$ cat src/rtl/fetch_stage.sv
// Instruction-fetch stage: owns the PC, predicts the next PC with a direct-mapped BTB of
// 2-bit saturating counters, and registers the fetched instruction into IF/ID.
module fetch_stage #(
   parameter logic [31:0] RESET_PC    = 32'h0000_0000,
   parameter int unsigned BTB_ENTRIES = 16
) (
   input  logic        clk_i,
   input  logic        rst_i,
   // hazard control
   input  logic        stall_f_i,
   input  logic        stall_d_i,
   input  logic        flush_d_i,
   // instruction memory
   output logic [31:0] pc_f_o,
   input  logic [31:0] instr_f_i,
   // IF/ID register
   output logic [31:0] instr_d_o,
   output logic [31:0] pc_d_o,
   output logic [31:0] pc_plus4_d_o,
   output logic [31:0] pred_npc_d_o,
   output logic        pred_taken_d_o,
   output logic        valid_d_o,
   // branch resolution from Execute
   input  logic        resolve_e_i,
   input  logic [31:0] pc_e_i,
   input  logic [31:0] target_e_i,
   input  logic [31:0] pred_npc_e_i,
   input  logic        taken_e_i,
   output logic        mispredict_e_o
);

   localparam int unsigned Idx  = $clog2(BTB_ENTRIES);
   localparam int unsigned TagW = 30 - Idx;
   localparam logic [31:0] Nop  = 32'h0000_0013;

   // ------------------------------------------------------------------
   // State
   // ------------------------------------------------------------------
   logic [31:0]     pc_f_q, pc_f_d;

   logic            btb_valid_q  [BTB_ENTRIES];
   logic [1:0]      btb_ctr_q    [BTB_ENTRIES];
   logic [TagW-1:0] btb_tag_q    [BTB_ENTRIES];
   logic [31:0]     btb_target_q [BTB_ENTRIES];

   logic [31:0]     instr_q, instr_d;
   logic [31:0]     pc_q, pc_d;
   logic [31:0]     pc_plus4_q, pc_plus4_d;
   logic [31:0]     pred_npc_q, pred_npc_d;
   logic            pred_taken_q, pred_taken_d;
   logic            valid_q, valid_d;

   // ------------------------------------------------------------------
   // BTB lookup (fetch side, combinational on the current PC)
   // ------------------------------------------------------------------
   logic [Idx-1:0]  idx_f;
   logic [TagW-1:0] tag_f;
   logic            hit_f;
   logic            pred_taken_f;
   logic [31:0]     pc_plus4_f;
   logic [31:0]     pred_npc_f;

   assign idx_f        = pc_f_q[Idx+1:2];
   assign tag_f        = pc_f_q[31:Idx+2];
   assign hit_f        = btb_valid_q[idx_f] && (btb_tag_q[idx_f] == tag_f);
   assign pred_taken_f = hit_f && btb_ctr_q[idx_f][1];
   assign pc_plus4_f   = pc_f_q + 32'd4;
   assign pred_npc_f   = pred_taken_f ? btb_target_q[idx_f] : pc_plus4_f;

   // ------------------------------------------------------------------
   // Resolution and mispredict detection
   // ------------------------------------------------------------------
   logic [31:0]     actual_npc_e;
   logic            mispredict_e;

   assign actual_npc_e   = taken_e_i ? target_e_i : (pc_e_i + 32'd4);
   assign mispredict_e   = resolve_e_i && (actual_npc_e != pred_npc_e_i);
   assign mispredict_e_o = mispredict_e;

   // ------------------------------------------------------------------
   // BTB update (execute side)
   // ------------------------------------------------------------------
   logic [Idx-1:0]  idx_e;
   logic [TagW-1:0] tag_e;
   logic            hit_e;
   logic            upd_en;
   logic [1:0]      upd_ctr;

   assign idx_e = pc_e_i[Idx+1:2];
   assign tag_e = pc_e_i[31:Idx+2];
   assign hit_e = btb_valid_q[idx_e] && (btb_tag_q[idx_e] == tag_e);

   always_comb begin
      upd_en  = 1'b0;
      upd_ctr = btb_ctr_q[idx_e];
      if (resolve_e_i) begin
         if (taken_e_i) begin
            upd_en = 1'b1;
            if (!hit_e) begin
               upd_ctr = 2'b10;
            end else if (btb_ctr_q[idx_e] != 2'b11) begin
               upd_ctr = btb_ctr_q[idx_e] + 2'd1;
            end
         end else if (hit_e) begin
            // not-taken misses leave the table untouched
            upd_en = 1'b1;
            if (btb_ctr_q[idx_e] != 2'b00) begin
               upd_ctr = btb_ctr_q[idx_e] - 2'd1;
            end
         end
      end
   end

   always_ff @(posedge clk_i or posedge rst_i) begin
      if (rst_i) begin
         btb_valid_q <= '{default: 1'b0};
         btb_ctr_q   <= '{default: 2'b01};
      end else if (upd_en) begin
         btb_valid_q[idx_e] <= 1'b1;
         btb_ctr_q[idx_e]   <= upd_ctr;
      end
   end

   // Tag and target are qualified by the valid bit, so they need no reset.
   always_ff @(posedge clk_i) begin
      if (!rst_i && resolve_e_i && taken_e_i) begin
         btb_tag_q[idx_e]    <= tag_e;
         btb_target_q[idx_e] <= target_e_i;
      end
   end

   // ------------------------------------------------------------------
   // Program counter
   // ------------------------------------------------------------------
   always_comb begin
      pc_f_d = pred_npc_f;
      if (mispredict_e) begin
         pc_f_d = actual_npc_e;
      end else if (stall_f_i) begin
         pc_f_d = pc_f_q;
      end
   end

   always_ff @(posedge clk_i or posedge rst_i) begin
      if (rst_i) begin
         pc_f_q <= RESET_PC;
      end else begin
         pc_f_q <= pc_f_d;
      end
   end

   assign pc_f_o = pc_f_q;

   // ------------------------------------------------------------------
   // IF/ID pipeline register
   // ------------------------------------------------------------------
   always_comb begin
      instr_d      = instr_q;
      pc_d         = pc_q;
      pc_plus4_d   = pc_plus4_q;
      pred_npc_d   = pred_npc_q;
      pred_taken_d = pred_taken_q;
      valid_d      = valid_q;
      if (flush_d_i || mispredict_e) begin
         // a mispredict squashes the wrong-path instruction currently in F
         instr_d      = Nop;
         pc_d         = 32'h0;
         pc_plus4_d   = 32'h0;
         pred_npc_d   = 32'h0;
         pred_taken_d = 1'b0;
         valid_d      = 1'b0;
      end else if (!stall_d_i) begin
         instr_d      = instr_f_i;
         pc_d         = pc_f_q;
         pc_plus4_d   = pc_plus4_f;
         pred_npc_d   = pred_npc_f;
         pred_taken_d = pred_taken_f;
         valid_d      = 1'b1;
      end
   end

   always_ff @(posedge clk_i or posedge rst_i) begin
      if (rst_i) begin
         instr_q      <= Nop;
         pc_q         <= 32'h0;
         pc_plus4_q   <= 32'h0;
         pred_npc_q   <= 32'h0;
         pred_taken_q <= 1'b0;
         valid_q      <= 1'b0;
      end else begin
         instr_q      <= instr_d;
         pc_q         <= pc_d;
         pc_plus4_q   <= pc_plus4_d;
         pred_npc_q   <= pred_npc_d;
         pred_taken_q <= pred_taken_d;
         valid_q      <= valid_d;
      end
   end

   assign instr_d_o      = instr_q;
   assign pc_d_o         = pc_q;
   assign pc_plus4_d_o   = pc_plus4_q;
   assign pred_npc_d_o   = pred_npc_q;
   assign pred_taken_d_o = pred_taken_q;
   assign valid_d_o      = valid_q;

endmodule

$ cat config.mk
export PLATFORM = sky130hd
export DESIGN_NAME = fetch_stage
export DESIGN_NICKNAME = d
export VERILOG_FILES = /design/src/rtl/fetch_stage.sv
export SDC_FILE = /design/constraint.sdc
export NUM_CORES = 2
export LEC_CHECK = 0
export CAP_MARGIN = 20
export CORE_ASPECT_RATIO = 0.9
export CORE_UTILIZATION = 50
export CTS_CLUSTER_DIAMETER = 80
export DETAILED_ROUTE_END_ITERATION = 8
export HOLD_SLACK_MARGIN = 0.03
export PLACE_DENSITY = 0.69
export SYNTH_ARGS = -nofsm -noshare
export SYNTH_HDL_FRONTEND = slang
export SYNTH_SLANG_ARGS = --single-unit
$ cat constraint.sdc
create_clock -name clk_i -period 15.59 [get_ports clk_i]
set_clock_uncertainty 0.1 [all_clocks]
set_input_delay 3.118 -clock clk_i [delete_from_list [all_inputs] [get_ports clk_i]]
set_output_delay 3.118 -clock clk_i [all_outputs]
set_load 0.02 [all_outputs]
==> impl_metrics.toml <==
[outcome]
status = "finished with violations"
violations = "DRC"

[timing]
slew_headroom_pct = 20.6
holdWs_ns = 0.375
finalHoldViolCount = 0
worst_slew_pin_slew_ns = 1.19
finalCriticalPeriod_ns = 11.58
finalCritPeriodShare_pct = 74.3
rsz0062_at_grt = "no"
fmax_ghz = 0.0864
drv_slew = 0
setup_violations = 0
fin_tns_setup_ns = 0

[placement]
gp_congestion = 0.945
dpl-instance-area_um2 = 56700
io_buffers = 297
hpwlAfterDp_um = 117000
numPlacedInstances = 4650

[finish]
utilization_pct = 58.5
layout_common_cells = "edfxtp_1, mux4_2, clkdlybuf4s50_1"
fin_nets = 3541
stdcell_area_um2 = 60500
final_common_cell = "edfxtp_1"
drive_gt1_share_pct = 22.1
areaGrowthSynthToFinish_pct = 16.0
fin_cells = 4865

[drt]
drt-wirelength-per-cell_um = 36.9
drc = 2
routed-wl-met3_um = 18600
wl_met2_um = 82300
drtAntennaViolNets = 0
top_layer = "met5"
route.layer.met1.wl_um = 70200
drt_iter0_markers = 4791
vias = 33300
first_pass_iters = 8
via_per_inst = 6.85
wl_um = 179000

[worst_setup_path]
start_kind = "input port"
required_ns = 12.37
end_kind = "output pin"
worstSetupPathType = "input port to output pin"
rr_worst_depth = 12
r2r_end = "pred_npc_d_o[20]$_DFFE_PP0P_"
cp.arrival_ns = 8.36
path_max_fanout = 26
reg2reg_from = "pc_f_o[3]$_DFFE_PP0P_"
reg2reg_slack_ns = 8.75

[yosys]
synth_cell_type_count = 93
synth_cells = 3114
ys_ff_latch = 1136
synth_area_um2 = 52200
ys_seq_area_share_pct = 63.4
syn_nets = 3254
ys.flop_type = "edfxtp_1"
yosysWarnings = 0
async_flop_share_pct = 18.3
synth_edf_count = 928
synth_area_per_cell_um2 = 16.8

[clocking]
cts_tree = "done"
cts_setup_buffers = 0
clock_sinks = 1136
ctsHoldBuffers = 0
cts_resized = 0
cts_buffers = 113
cts_root_buf = "clkbuf_16"
h-tree-depth = 3
clk_latency_ns = 0.74
ctsLongestPathBuffers = 3
clk_pin_slew_worst_paths_ns = 0.06

[floorplanning]
die_w_um = 343
initial_utilization_pct = 50.4
die_h_um = 309
ios = 298
rows = 112
core_um2 = 104000
floorplan.die_area_um2 = 106000

[min_path]
hp-class = "flop to flop"
holdPathEnd = "instr_d_o[0]$_DFFE_PP1P_"
worstHoldPathCells = 2
hp-start = "instr_d_o[0]$_DFFE_PP1P_"

[global_route]
first_global_vias = 33200
track_usage_pct = 34.0
grt.overflow.total = 0
grt_max_degree = 142
grt_pass1_wl_um = 252000
antenna_found_initial = 5

[pwr]
ir_worst_vdd_v = 0.000103
power_per_cell_area_nw_per_um2 = 121
leakage_nw = 20.7

[run]
drv_cap = 0
==> where the power goes <==
part	switching (mW)	total (mW)	internal (mW)
clock network	1.21	2.80	1.59
logic	0.664	1.12	0.459
registers	0.0820	3.42	3.34
total	1.95	7.35	5.39
==> synth_stat cells (all sizes together), types with 23 or more instances <==
cell type | n | area (um2)
nor3 | 26 | 156
o221ai | 23 | 201
nand3 | 46 | 240
dfrtp | 189 | 4730
mux2 | 31 | 349
nor4 | 27 | 211
a22o | 122 | 1070
mux4 | 347 | 7820
o21ai | 89 | 445
nand2b | 31 | 194
a21oi | 26 | 130
xor2 | 54 | 473
a22oi | 32 | 240
buf | 139 | 850
mux2i | 146 | 1460
xnor2 | 88 | 771
inv | 60 | 225
edfxtp | 928 | 27900
nor2 | 101 | 387
clkbuf | 98 | 369
nand4 | 34 | 219
nand2 | 112 | 420
==> stage by stage <==
stage	setup slack (ns)	total power [mW]
floorplan	3.94	4.12
global placement	4.15	4.57
detailed placement	4.15	4.59
CTS	4.14	7.35
global route	3.81	7.52
finish	4.01	7.35
==> worst max-delay path, stage by stage <==
cell and delay [ns]:
clkdlybuf4s50_1 1.14, nand4_1 0.61, o21ai_0 0.36, o221ai_1 0.15, a2111oi_0 0.58, nand4_1 0.24, or3_1 0.43, o21a_1 0.18
buf_4 0.24, nor2_4 0.30, inv_2 0.31, clkdlybuf4s50_1 0.65
==> layout make-up <==
cell class / count / area [um2]
timing repair buffer: 409 / 3860
clock buffer: 153 / 3230
clock inverter: 57 / 608
tap: 1368 / 1710
sequential: 1136 / 33100
inverter: 61 / 238
antenna: 1 / 2.50
multi-input combinational: 1680 / 17800
fill: 7596 / 43000
==> how the worst max path moves through the flow <==
stage                     from                         end  slack [ns]  cells past startpoint
detailed placement  pc_e_i[18]              mispredict_e_o        4.15                     12
floorplan                rst_i  btb_tag_q[12][0]$_DFFE_PP_        3.94                      4
global placement    pc_e_i[18]              mispredict_e_o        4.15                     12
CTS                 pc_e_i[18]              mispredict_e_o        4.14                     12
finish              pc_e_i[18]              mispredict_e_o        4.01                     12
global route        pc_e_i[18]              mispredict_e_o        3.81                     12
==> sequential cells by signal, summed over array words and instances, names as in the netlist, 16 cells and up <==
register      count
pc_d_o           32
btb_ctr_q        32
pred_npc_d_o     32
btb_target_q    512
pc_f_o           32
btb_valid_q      16
btb_tag_q       416
pc_plus4_d_o     30
instr_d_o        32
==> layer usage <==
layer	vias up	GRT usage [%]
met1	17500	48.2
met2	2148	51.6
met4	6	14.1
met3	385	7.13
met5	-	0
li1	13300	-
==> cell families after synthesis <==
family / synth area share [%]
xor gates and xnor gates: 2.43
muxes: 18.4
adders and majority gates: 0.120
buffers and inverters: 2.77
and+or+nand+nor: 5.12
DFF: 63.4
AOI/OAI and AO/OA: 7.72
Note: power is estimated with default switching activity, not from simulation.
